### src/rtl/enemy_lane_ctrl_if.sv
// Sprite ROM bus shared by the enemy render pipeline: registered address out, combinational colour back.
interface enemy_lane_ctrl_if #(
    parameter int unsigned ADDR_W  = 14,
    parameter int unsigned COLOR_W = 3
);
    logic [ADDR_W-1:0]  rom_addr;
    logic [COLOR_W-1:0] rom_data;

    modport master (output rom_addr, input rom_data);
    modport slave  (input rom_addr, output rom_data);
endinterface

### src/rtl/enemy_lane_ctrl.sv
// Enemy car manager: per-slot PARKED/MOVING movement, passed counting and a
// 2-stage sprite render pipeline sharing one sprite ROM.
module enemy_lane_ctrl #(
    parameter int unsigned N_ENEMY  = 4,
    parameter int unsigned SPR_W    = 80,
    parameter int unsigned SPR_H    = 121,
    parameter int unsigned H_ACTIVE = 640,
    parameter int unsigned V_ACTIVE = 480,
    parameter int unsigned Y_LIMIT  = 601,
    parameter int unsigned Y_PARK   = 620,
    parameter int unsigned STEP_W   = 4,
    parameter int unsigned ADDR_W   = 14,
    parameter int unsigned COLOR_W  = 3,
    parameter int unsigned TRANSP   = 0
) (
    input  logic                   clk,
    input  logic                   reset,
    input  logic                   move_tick,
    input  logic [N_ENEMY-1:0]     spawn,
    input  logic [10*N_ENEMY-1:0]  spawn_x,
    input  logic [10*N_ENEMY-1:0]  spawn_y,
    input  logic [STEP_W-1:0]      speed,
    input  logic                   collision,
    input  logic [9:0]             hcount,
    input  logic [9:0]             vcount,
    enemy_lane_ctrl_if.master      rom,
    output logic [COLOR_W-1:0]     pix_data,
    output logic                   pix_valid,
    output logic [10*N_ENEMY-1:0]  pos_x,
    output logic [10*N_ENEMY-1:0]  pos_y,
    output logic [N_ENEMY-1:0]     active,
    output logic                   passed_pulse,
    output logic [7:0]             passed_count
);

    localparam int unsigned PCNT_W = 4;

    typedef enum logic {
        SLOT_PARKED = 1'b0,
        SLOT_MOVING = 1'b1
    } slot_state_e;

    slot_state_e        state_q [N_ENEMY];
    slot_state_e        state_d [N_ENEMY];
    logic [9:0]         pos_x_q [N_ENEMY];
    logic [9:0]         pos_x_d [N_ENEMY];
    logic [9:0]         pos_y_q [N_ENEMY];
    logic [9:0]         pos_y_d [N_ENEMY];
    logic               passed_pulse_q, passed_pulse_d;
    logic [7:0]         passed_count_q, passed_count_d;
    logic [ADDR_W-1:0]  rom_addr_q, rom_addr_d;
    logic               hit_q, hit_d;
    logic [COLOR_W-1:0] pix_data_q, pix_data_d;
    logic               pix_valid_q, pix_valid_d;

    logic [10:0]        next_y;
    logic [PCNT_W-1:0]  park_cnt;
    logic [8:0]         cnt_sum;
    logic               win;
    logic [9:0]         dx, dy;

    always_ff @(posedge clk) begin
        if (!reset) begin
            for (int i = 0; i < N_ENEMY; i++) begin
                state_q[i] <= SLOT_PARKED;
                pos_x_q[i] <= '0;
                pos_y_q[i] <= 10'(Y_PARK);
            end
            passed_pulse_q <= 1'b0;
            passed_count_q <= '0;
            rom_addr_q     <= '0;
            hit_q          <= 1'b0;
            pix_data_q     <= '0;
            pix_valid_q    <= 1'b0;
        end else begin
            for (int i = 0; i < N_ENEMY; i++) begin
                state_q[i] <= state_d[i];
                pos_x_q[i] <= pos_x_d[i];
                pos_y_q[i] <= pos_y_d[i];
            end
            passed_pulse_q <= passed_pulse_d;
            passed_count_q <= passed_count_d;
            rom_addr_q     <= rom_addr_d;
            hit_q          <= hit_d;
            pix_data_q     <= pix_data_d;
            pix_valid_q    <= pix_valid_d;
        end
    end

    // Slot movement: spawn restarts a slot and wins over move_tick; collision freezes everything.
    always_comb begin
        park_cnt = '0;
        next_y   = '0;
        for (int i = 0; i < N_ENEMY; i++) begin
            state_d[i] = state_q[i];
            pos_x_d[i] = pos_x_q[i];
            pos_y_d[i] = pos_y_q[i];
            next_y     = {1'b0, pos_y_q[i]} + 11'(speed);
            if (!collision) begin
                if (spawn[i]) begin
                    pos_x_d[i] = spawn_x[10*i +: 10];
                    pos_y_d[i] = spawn_y[10*i +: 10];
                    state_d[i] = SLOT_MOVING;
                end else if (state_q[i] == SLOT_MOVING && move_tick) begin
                    if (next_y >= 11'(Y_LIMIT)) begin
                        pos_y_d[i] = 10'(Y_PARK);
                        state_d[i] = SLOT_PARKED;
                        park_cnt   = park_cnt + PCNT_W'(1);
                    end else begin
                        pos_y_d[i] = next_y[9:0];
                    end
                end
            end
        end
        cnt_sum        = {1'b0, passed_count_q} + 9'(park_cnt);
        passed_pulse_d = (park_cnt != '0);
        passed_count_d = (cnt_sum > 9'd255) ? 8'hFF : cnt_sum[7:0];
    end

    // Render: descending scan so the lowest hitting slot is the one left standing.
    always_comb begin
        hit_d      = 1'b0;
        rom_addr_d = rom_addr_q;
        dx         = '0;
        dy         = '0;
        win        = ({1'b0, hcount} < 11'(H_ACTIVE)) && ({1'b0, vcount} < 11'(V_ACTIVE));
        for (int i = N_ENEMY - 1; i >= 0; i--) begin
            if (win && state_q[i] == SLOT_MOVING &&
                {1'b0, hcount} >= {1'b0, pos_x_q[i]} &&
                {1'b0, hcount} <  {1'b0, pos_x_q[i]} + 11'(SPR_W) &&
                {1'b0, vcount} >= {1'b0, pos_y_q[i]} &&
                {1'b0, vcount} <  {1'b0, pos_y_q[i]} + 11'(SPR_H)) begin
                hit_d = 1'b1;
                dx    = hcount - pos_x_q[i];
                dy    = vcount - pos_y_q[i];
            end
        end
        if (hit_d) begin
            rom_addr_d = ADDR_W'(32'(dy) * SPR_W + 32'(dx));
        end
        pix_data_d  = hit_q ? rom.rom_data : '0;
        pix_valid_d = hit_q && (rom.rom_data != COLOR_W'(TRANSP));
    end

    assign rom.rom_addr   = rom_addr_q;
    assign pix_data       = pix_data_q;
    assign pix_valid      = pix_valid_q;
    assign passed_pulse   = passed_pulse_q;
    assign passed_count   = passed_count_q;

    for (genvar g = 0; g < N_ENEMY; g++) begin : g_slot_out
        assign pos_x[10*g +: 10] = pos_x_q[g];
        assign pos_y[10*g +: 10] = pos_y_q[g];
        assign active[g]         = (state_q[g] == SLOT_MOVING);
    end

endmodule

### src/flat_wrapper.sv
// flat-port wrapper written by rule: the top's interface ports become plain ports
module enemy_lane_ctrl_flat 
#(
    parameter int unsigned N_ENEMY  = 4,
    parameter int unsigned SPR_W    = 80,
    parameter int unsigned SPR_H    = 121,
    parameter int unsigned H_ACTIVE = 640,
    parameter int unsigned V_ACTIVE = 480,
    parameter int unsigned Y_LIMIT  = 601,
    parameter int unsigned Y_PARK   = 620,
    parameter int unsigned STEP_W   = 4,
    parameter int unsigned ADDR_W   = 14,
    parameter int unsigned COLOR_W  = 3,
    parameter int unsigned TRANSP   = 0
)
  (clk, reset, move_tick, spawn, spawn_x, spawn_y, speed, collision, hcount, vcount, pix_data, pix_valid, pos_x, pos_y, active, passed_pulse, passed_count, rom_rom_addr, rom_rom_data);
  enemy_lane_ctrl_if #(.ADDR_W(ADDR_W), .COLOR_W(COLOR_W)) rom_i ();
  input  logic clk;
  input  logic reset;
  input  logic move_tick;
  input  logic [N_ENEMY-1:0] spawn;
  input  logic [10*N_ENEMY-1:0] spawn_x;
  input  logic [10*N_ENEMY-1:0] spawn_y;
  input  logic [STEP_W-1:0] speed;
  input  logic collision;
  input  logic [9:0] hcount;
  input  logic [9:0] vcount;
  output logic [COLOR_W-1:0] pix_data;
  output logic pix_valid;
  output logic [10*N_ENEMY-1:0] pos_x;
  output logic [10*N_ENEMY-1:0] pos_y;
  output logic [N_ENEMY-1:0] active;
  output logic passed_pulse;
  output logic [7:0] passed_count;
  output wire logic [$bits(rom_i.rom_addr)-1:0] rom_rom_addr;
  input wire logic [$bits(rom_i.rom_data)-1:0] rom_rom_data;
  assign rom_rom_addr = rom_i.rom_addr;
  assign rom_i.rom_data = rom_rom_data;
  enemy_lane_ctrl #(.N_ENEMY(N_ENEMY), .SPR_W(SPR_W), .SPR_H(SPR_H), .H_ACTIVE(H_ACTIVE), .V_ACTIVE(V_ACTIVE), .Y_LIMIT(Y_LIMIT), .Y_PARK(Y_PARK), .STEP_W(STEP_W), .ADDR_W(ADDR_W), .COLOR_W(COLOR_W), .TRANSP(TRANSP)) u_core (.clk(clk), .reset(reset), .move_tick(move_tick), .spawn(spawn), .spawn_x(spawn_x), .spawn_y(spawn_y), .speed(speed), .collision(collision), .hcount(hcount), .vcount(vcount), .rom(rom_i), .pix_data(pix_data), .pix_valid(pix_valid), .pos_x(pos_x), .pos_y(pos_y), .active(active), .passed_pulse(passed_pulse), .passed_count(passed_count));
endmodule
### config.mk
export PLATFORM = sky130hd
export DESIGN_NAME = enemy_lane_ctrl_flat
export DESIGN_NICKNAME = d
export VERILOG_FILES = /design/src/rtl/enemy_lane_ctrl_if.sv /design/src/rtl/enemy_lane_ctrl.sv /design/src/flat_wrapper.sv
export SDC_FILE = /design/constraint.sdc
export NUM_CORES = 1
export LEC_CHECK = 0
export BUFFER_PORTS_ARGS = -buffer_cell sky130_fd_sc_hd__buf_4
export CORE_MARGIN = 2
export CORE_UTILIZATION = 40
export DETAILED_ROUTE_END_ITERATION = 7
export GPL_ROUTABILITY_DRIVEN = 0
export SYNTH_ARGS = -nofsm -noshare
export SYNTH_HDL_FRONTEND = slang
export SYNTH_SLANG_ARGS = --single-unit
### constraint.sdc
create_clock -name clk -period 8.5 [get_ports clk]
set_clock_uncertainty 0.05 [all_clocks]
set_input_delay 1.275 -clock clk [delete_from_list [all_inputs] [get_ports clk]]
set_output_delay 1.275 -clock clk [all_outputs]
set_load 0.03 [all_outputs]
== After elaboration in Yosys (flattened, before gate mapping) ==
Memory sizes are Yosys's and may differ from the RTL's.
Index checks and enable logic that the tools add are counted.
Widths: inputs -> output; s select.

* Memories: 3
* Memory bits (read-only): 0
* Latch bits: 0
* Memory bits (writable): 84
* Bits in registers: 28
* Output and inout port bits: 111

* Divide/modulo/power cells: 0
* Add/subtract/negate cells: 25
* Eq/ne operators: 0
* Shift operators: 0
* Reduce and logical (&&, ||, !) cells: 29
* $mul: 1
* Muxes and demuxes: 83
* Magnitude comparators: 23
* Bitwise gates (word level): 12

{| class="wikitable"
|+ Memory list
! memory !! words !! bits a word !! read ports !! clocked after Yosys merged registers in !! wr ports !! line !! RTL
|-
| u_core.pos_x_q || 4 || 10 || 4 || 0 || 4 || enemy_lane_ctrl.sv:45 || <nowiki>logic [9:0] pos_x_q [N_ENEMY];</nowiki>
|-
| u_core.pos_y_q || 4 || 10 || 4 || 0 || 4 || enemy_lane_ctrl.sv:47 || <nowiki>logic [9:0] pos_y_q [N_ENEMY];</nowiki>
|-
| u_core.state_q || 4 || 1 || 4 || 0 || 4 || enemy_lane_ctrl.sv:43 || <nowiki>slot_state_e state_q [N_ENEMY];</nowiki>
|}

{| class="wikitable"
|+ Operators by type and width
! kind !! number
|-
| $mux 10 || 40
|-
| $add 10x7->11 const B || 8
|-
| $lt 10x11->1 || 8
|-
| $ge 10x10->1 || 8
|-
| $sub 10x10->10 || 8
|-
| $mux 4 || 15
|-
| $add 10x4->11 || 4
|-
| $ge 11x10->1 const B || 4
|-
| $mux 1 || 27
|-
| $logic_and 1x1->1 || 26
|-
| $add 14x10->14 || 1
|-
| $add 4x1->4 const B || 3
|-
| $or 1x1->1 || 12
|-
| $lt 10x10->1 const B || 1
|-
| $lt 10x9->1 const B || 1
|-
| $mul 10x3->10 const B || 1
|-
| $add 8x4->9 || 1
|-
| $gt 9x8->1 const B || 1
|-
| $mux 8 || 1
|-
| $reduce_bool 4->1 || 1
|-
| $reduce_bool 3->1 || 1
|-
| $reduce_and 2->1 || 1
|}

== Depth between registers and ports, before layout ==
Gate-level depths: netlist of run 1.
An unclocked memory read counts as a cell.

* Word-level depth: 25
* Mapped depth: 31
* Depth with buffers taken out: 29

== Worst setup path before layout of run 1 ==
No wires, ideal clock.

* Path type: in2reg
* From: input port hcount[0]
* To: register u_core.rom_addr_q[13] (netlist: u_core.rom.rom_addr[13])
* Setup slack: 1.836 ns
* Arrival: 6.493 ns
* Path buffers: 2
* Cell stages on the path: 28
* Data required time: 8.329 ns
* Cell sequence: inv_1 > ha_1 > fa_1 > nand2b_1 > a21oi_2 > o21ai_1 > a211o_1 > or4_1 > buf_4 > nand2_1 > buf_2 > o22ai_1 > o211ai_1 > o31ai_1 > ha_1 > ha_1 > inv_1 > fa_1 > nor2b_1 > o21a_1 > o21ai_0 > mux2i_1 > a2111oi_0 > xor2_1 > or3_1 > o221ai_2 > mux2i_1 > o21ai_1

* Longest elaborated chain between the ends: 13
* Elaborated cells between the ends (all ways): 48

{| class="wikitable"
|+ RTL lines
! element !! line !! RTL
|-
| from (decl) || flat_wrapper.sv:26 || <nowiki>input logic [9:0] hcount;</nowiki>
|-
| $lt 10x10->1 || enemy_lane_ctrl.sv:126 || <nowiki>win = ({1'b0, hcount} < 11'(H_ACTIVE)) && ({1'b0, vcount} < 11'(V_ACTIVE));</nowiki>
|-
| $logic_and 1x1->1 || enemy_lane_ctrl.sv:126 ||
|-
| $logic_and 1x1->1 (2 in series) || enemy_lane_ctrl.sv:128 || <nowiki>if (win && state_q[i] == SLOT_MOVING &&</nowiki>
|-
| $logic_and 1x1->1 || enemy_lane_ctrl.sv:129 || <nowiki>{1'b0, hcount} >= {1'b0, pos_x_q[i]} &&</nowiki>
|-
| $logic_and 1x1->1 || enemy_lane_ctrl.sv:130 || <nowiki>{1'b0, hcount} < {1'b0, pos_x_q[i]} + 11'(SPR_W) &&</nowiki>
|-
| $logic_and 1x1->1 || enemy_lane_ctrl.sv:131 || <nowiki>{1'b0, vcount} >= {1'b0, pos_y_q[i]} &&</nowiki>
|-
| $mux 10 (4 in series) || enemy_lane_ctrl.sv:128 ||
|-
| $mul 10x3->10 || enemy_lane_ctrl.sv:139 || <nowiki>rom_addr_d = ADDR_W'(32'(dy) * SPR_W + 32'(dx));</nowiki>
|-
| $add 14x10->14 || enemy_lane_ctrl.sv:139 ||
|-
| to (signal assigned) || enemy_lane_ctrl.sv:83 || <nowiki>rom_addr_q <= rom_addr_d;</nowiki>
|-
| to (decl) || enemy_lane_ctrl.sv:51 || <nowiki>logic [ADDR_W-1:0] rom_addr_q, rom_addr_d;</nowiki>
|}

Several ways; a longest one is shown, not always the timed one.
A chain may end at the register's enable or synchronous reset.

== Final worst setup path of run 1 ==
Ends and elaborated chain as after synthesis.

==> impl_results.md, run 1 <==
- Status: finished, final reports clean
- Rel. slew slack: 39.81%
- WS Path Type: input pin to flop
- Combinational Power Share: 42.1%
- DR WL/cell: 18.86 um
- DRC Markers: 0
- Synth area leaders: ha_1 19%, dfxtp_1 17%, a21oi_1 6.7%, xnor2_1 6.1%, nand2_1 5.4%
- Clock latency on the worst-skew pair: 400 ps
- CP Launch Type: input pin
- Clk pin slew, worst setup/hold paths: 80 ps
- Hold path cells: 2
- Die ar.: 0.03423 mm^2
- CTS Hold Bufs: 0
- Unique masters post-synth: 90
- Internal power: 1.069 mW
- Min-Delay Endpoint: u_core.pos_x_q[1][3]
- Switching share of power: 41.11%
- Gates resized, CTS repair: 0
- Reg area: 0.002272 mm^2
- Fmax achieved: 0.1398 GHz
- Cell with the most instances after synthesis: ha_1
- Initial DRT Pass Iterations: 5
- Cell area power density: 117.7 mW/mm^2
- Synth Instances: 1725
- Most frequent cells after synthesis: 194 x ha_1, 189 x nand2_1, 175 x a21oi_1
- N_diodes: 0
- First-pass GRT wire length: 69030 um
- Final WS setup: 1347 ps
- Psw: 0.7461 mW
- Worst EP arrival: 7360 ps
- Final net count: 2231
- Initial core utilization: 40.48%
- Number of global-route vias before repair: 12843
- H-tree depth: 3
- Flop-to-flop setup slack: 1560 ps
- Post-CTS setup buffer count: 0
- Final Slew Violations: 0
- Register bit count reported by yosys: 112
- # fillers: 3367
- Worst-Margin Slew: 894.5 ps
- Worst path slowest cell: a2111oi_0
- Warnings from Yosys: 0
- R2R cell count: 27
- Pin count of the biggest net entering global routing: 70
- Hold WC Path Type: flop to flop
- Setup crit end kind: flop
- Sequential-to-total area share from yosys stat: 17.34%
- CTS root buf: clkbuf_16
- Worst hold start: u_core.pos_x_q[1][3]
- Final HPWL DP: 35400 um
- FFs w/ async S/R, synth: 0%
- Area Growth Syn to Fin: 17.63%
- Post-synth top flop: dfxtp_1
- Top cell type by total area after synthesis: ha_1
- Post-Syn Area per Cell: 7.597 um^2
- I/O Pins: 226
- Num rows: 66
- Num CTS Buffers: 9
- Unrepaired setup endpoints after global routing: false
- Die Wd: 185.0 um
- Total of max-cap violations: 0
- CP Max Fanout: 7
- Synth Net Count: 2049
- Total power: 1.815 mW
- WP data required: 8710 ps
- Via density: 5.685
- Area of the multi-input gates: 0.01004 mm^2
- Cell Area, Synth: 0.01311 mm^2
- ANT nets after route: 0
- Reg2Reg Launch Point: u_core.pos_y_q[3][4]
- Reg2reg end: u_core.rom.rom_addr[13]
- Core area: 0.03237 mm^2
- Final Setup Violations: 0
- Crit path largest cell delay: 650 ps
- Drt initial violations: 753
- Share of power burned in registers: 33.1%
- Final critical-path required period: 7153 ps
- Max VDD drop: 0.1050 mV
- Max Buffers Root-to-Sink: 2
- Clock power frac: 24.9%
- WL final: 44400 um
- Final setup TNS: 0 ps
- Die Height: 185.0 um
- Final Cell Area: 0.01542 mm^2
- Placed cell areas: 0.01513 mm^2
- Total track usage: 25.84%
- Clock sinks: 112
- Via count: 13383
- Worst slack, placed: 1035 ps
- Layout cells sized above 1: 14.85%
- GRT Residual Overflow: 0
- Post-synth EDFFs: 3
- Port bufs: 225
- Final hold violation count: 0
- P_leak: 6.791 nW
- Synth top area share: 18.52%
- Initial antenna violation count: 0
- CTS tree: yes
- Tcrit/Tclk final: 84.15%
==> final cells by class <==
cell class	instances	area share, %
Multi-Input combinational cell	1414	65.16
Sequential cell	112	14.74
Timing Repair Buffer	232	11.30
Tap cell	442	3.587
Inverter	138	3.360
Clock buffer	9	1.461
Clock inverter	7	0.3977
==> layout by cell type, fill, tap and decap left out, types with 30 or more instances in the layout <==
| master | Yosys | routed |
|---|---|---|
| a21o_1 | 38 | 38 |
| a21oi_1 | 175 | 175 |
| buf_4 | 6 | 232 |
| dfxtp_1 | 109 | 109 |
| ha_1 | 194 | 194 |
| inv_1 | 130 | 129 |
| nand2_1 | 189 | 189 |
| nand3_1 | 36 | 36 |
| nor2_1 | 109 | 109 |
| nor3_1 | 30 | 30 |
| o21ai_0 | 91 | 91 |
| xnor2_1 | 92 | 92 |
==> power groups by stage <==
| stage | Combinational [mW] | Clock, mW | Sequential, mW |
|---|---|---|---|
| 2_1_floorplan | 0.479 | 0 | 0.637 |
| 3_3_place_gp | 0.747 | 0 | 0.612 |
| 3_5_place_dp | 0.754 | 0 | 0.612 |
| 4_1_cts | 0.758 | 0.464 | 0.600 |
| 5_1_grt | 0.843 | 0.482 | 0.605 |
| 6_report | 0.764 | 0.451 | 0.600 |
==> critical path, delay by kind of cell <==
| family | cells | cell delay [ps] |
|---|---|---|
| compound gates | 12 | 2670 |
| xor+xnor | 1 | 280 |
| buf+inv | 5 | 420 |
| mux | 1 | 190 |
| simple gates | 3 | 660 |
| fa+ha+maj | 6 | 1890 |
==> how the worst max path moves through the flow <==
stage / startpoint / end / slack, ps
floorplan: hcount[0] / u_core.rom.rom_addr[13] / 1840
global placement: vcount[0] / u_core.rom.rom_addr[13] / 1320
detailed placement: hcount[0] / u_core.rom.rom_addr[13] / 1030
CTS: hcount[0] / u_core.rom.rom_addr[13] / 1440
global route: hcount[0] / u_core.rom.rom_addr[13] / 870
finish: hcount[0] / u_core.rom.rom_addr[13] / 1350
==> metrics by stage <==
| stage | utilization, % | instances | hold WS [ps] |
|---|---|---|---|
| 3_3_place_gp | 46.74 | 2338 | 409.2 |
| 4_1_cts | 47.62 | 2354 | 429.6 |
| 6_report | 47.62 | 2354 | 426.7 |
| 5_1_grt | 47.62 | 2354 | 454.8 |
| 3_5_place_dp | 46.74 | 2338 | 416.5 |
| 2_1_floorplan | - | 1725 | 430.5 |
==> sequential cells by signal, summed over array words and instances (netlist names) <==
register	count
u_core.hit_q	1
u_core.passed_count	8
u_core.passed_pulse	1
u_core.pix_data	3
u_core.pix_valid	1
u_core.pos_x_q	40
u_core.pos_y_q	40
u_core.rom.rom_addr	14
u_core.state_q	4
==> routing by layer <==
metal	track usage, %	wire (um)	part of all wire (%)
met3	3.657	2366	5.3
met5	0	0	0
met2	43.75	21000	47
met4	8.413	1087	2.4
met1	33.75	19940	45
==> kinds of logic after synthesis <==
| kind of cell | share of synthesized area (%) |
|---|---|
| AO/OA/AOI/OAI | 27.23 |
| flip-flops | 17.34 |
| XOR/XNOR | 8.087 |
| buffers and inverters | 6.082 |
| adder cells (fa/ha/maj) | 20.81 |
| AND/OR/NAND/NOR | 18.88 |
| multiplexers | 1.566 |
Note: power is estimated with default switching activity, not from simulation.
==> run 2, diff against run 1 <==
clock period = 6.7 ns   (was 8.5 ns; I/O delays follow)
==> run 2 against run 1 <==
Sequential power up 26%; via count up 1.7%; register-to-register slack worse by 1000 ps; cell area up 2.2%; highest routed layer is now met5; critical endpoint unchanged; wire length up 0.53%; sequential share of layout area down 0.32 points; critical path type unchanged; core utilization up 1.1 points; final cell count up 1.5%; critical path depth up 1.
==> impl_results.md, run 2 (synthesized netlist as in run 1, its figures left out) <==
- CP Max Fanout: 6
- Max VDD drop: 0.1223 mV
- Final hold violation count: 0
- Final net count: 2267
- Clock sinks: 112
- Area of the multi-input gates: 0.01010 mm^2
- CTS Hold Bufs: 0
- I/O Pins: 226
- Final HPWL DP: 36040 um
- WP buf/inv: 6
- # fillers: 3322
- Tcrit/Tclk final: 94.45%
- Via count: 13615
- Initial DRT Pass Iterations: 5
- Worst EP arrival: 6520 ps
- Gates resized, CTS repair: 0
- Total power: 2.331 mW
- Initial core utilization: 40.48%
- Total of max-cap violations: 0
- Drt initial violations: 817
- Core area: 0.03237 mm^2
- WL final: 44630 um
- Fmax achieved: 0.1580 GHz
- Clock latency on the worst-skew pair: 380 ps
- Port bufs: 225
- Status: finished, final reports clean
- Via density: 5.697
- Layout cells sized above 1: 16.94%
- WP data required: 6890 ps
- Post-CTS setup buffer count: 0
- CP top delay family: adder cells
- Total track usage: 25.72%
- Fin util: 48.68%
- N_diodes: 0
- CP Launch Type: input pin
- Worst path slowest cell: or4_1
- Die Height: 185.0 um
- Die ar.: 0.03423 mm^2
- Rel. slew slack: 42.99%
- CP most frequent cell: ha_1
- DRC Markers: 0
- Hold WC Path Type: flop to flop
- CTS tree: yes
- Cell area power density: 148.0 mW/mm^2
- Reg area: 0.002272 mm^2
- Die Wd: 185.0 um
- Final Setup Violations: 0
- CTS root buf: clkbuf_16
- GRT Residual Overflow: 0
- P_leak: 6.973 nW
- WS Path Type: input pin to flop
- Max Buffers Root-to-Sink: 2
- Worst-Margin Slew: 855.1 ps
- Num CTS Buffers: 9
- Commonest non-fill, non-tap cells in the layout: 268 x buf_4, 194 x ha_1, 188 x nand2_1
- H-tree depth: 3
- Worst hold slack: 427.9 ps
- Unrepaired setup endpoints after global routing: false
- First-pass GRT wire length: 69190 um
- Pin count of the biggest net entering global routing: 51
- Final critical-path required period: 6328 ps
- ANT nets after route: 0
- Most common cell after layout, fill and taps aside: buf_4
- DR WL/cell: 18.67 um
- Clk pin slew, worst setup/hold paths: 90 ps
- Number of global-route vias before repair: 13101
- Crit path largest cell delay: 570 ps
- Setup crit end kind: flop
- Initial antenna violation count: 1
- Num rows: 66
- Post-Place Cells: 2374
- Final Slew Violations: 0
- Fin cells: 2390
- Area Growth Syn to Fin: 20.24%
## run 2: report_power, final
part | internal [mW] | leakage [nW] | switching [mW]
clock | 0.266 | 0.143 | 0.308
sequential | 0.701 | 0.922 | 0.0530
combinational | 0.414 | 5.91 | 0.590
total | 1.38 | 6.97 | 0.951
## run 2: routing by layer
| metal | part of all wire (%) | global-route usage (%) | vias to the layer above |
|---|---|---|---|
| met2 | 47 | 43.33 | 403 |
| met1 | 44 | 32.66 | 6421 |
| met3 | 6.3 | 4.758 | 70 |
| met5 | 0.029 | 0 | - |
| li1 | - | - | 6719 |
| met4 | 2.8 | 9.492 | 2 |
## run 2: final cells by class
| cell class | instances | area share (%) |
|---|---|---|
| multi-input cells | 1414 | 64.13 |
| flip-flops and latches | 112 | 14.42 |
| repair buffers | 268 | 12.77 |
| well taps | 442 | 3.510 |
| inverters | 138 | 3.287 |
| clock buffers | 9 | 1.429 |
| clock inverters | 7 | 0.4605 |
## run 2: through the flow
step	worst slack (ps)	cell area (um^2)	TNS, ps
floorplan	306.4	13110	0
global placement	-131.1	15400	-131.1
detailed placement	-277.0	15400	-277.0
CTS	1.991	15700	0
global route	4.438	15760	0
finish	372.1	15760	0
## run 2: worst paths after layout
check                       start                       to  slack (ps)  cells past startpoint
min          u_core.pos_x_q[1][3]     u_core.pos_x_q[1][3]         430                      2
max                     hcount[0]  u_core.rom.rom_addr[13]         370                     29
max reg2reg  u_core.pos_x_q[2][4]  u_core.rom.rom_addr[13]         560                     27
min reg2reg  u_core.pos_x_q[1][3]     u_core.pos_x_q[1][3]         430                      2
## run 2: worst min-delay path, delay by kind of cell (launching register included)
kind / cells / cell delay, ps
AND/OR/NAND/NOR: 1 / 60
AO/OA/AOI/OAI: 1 / 50
flip-flops: 1 / 330
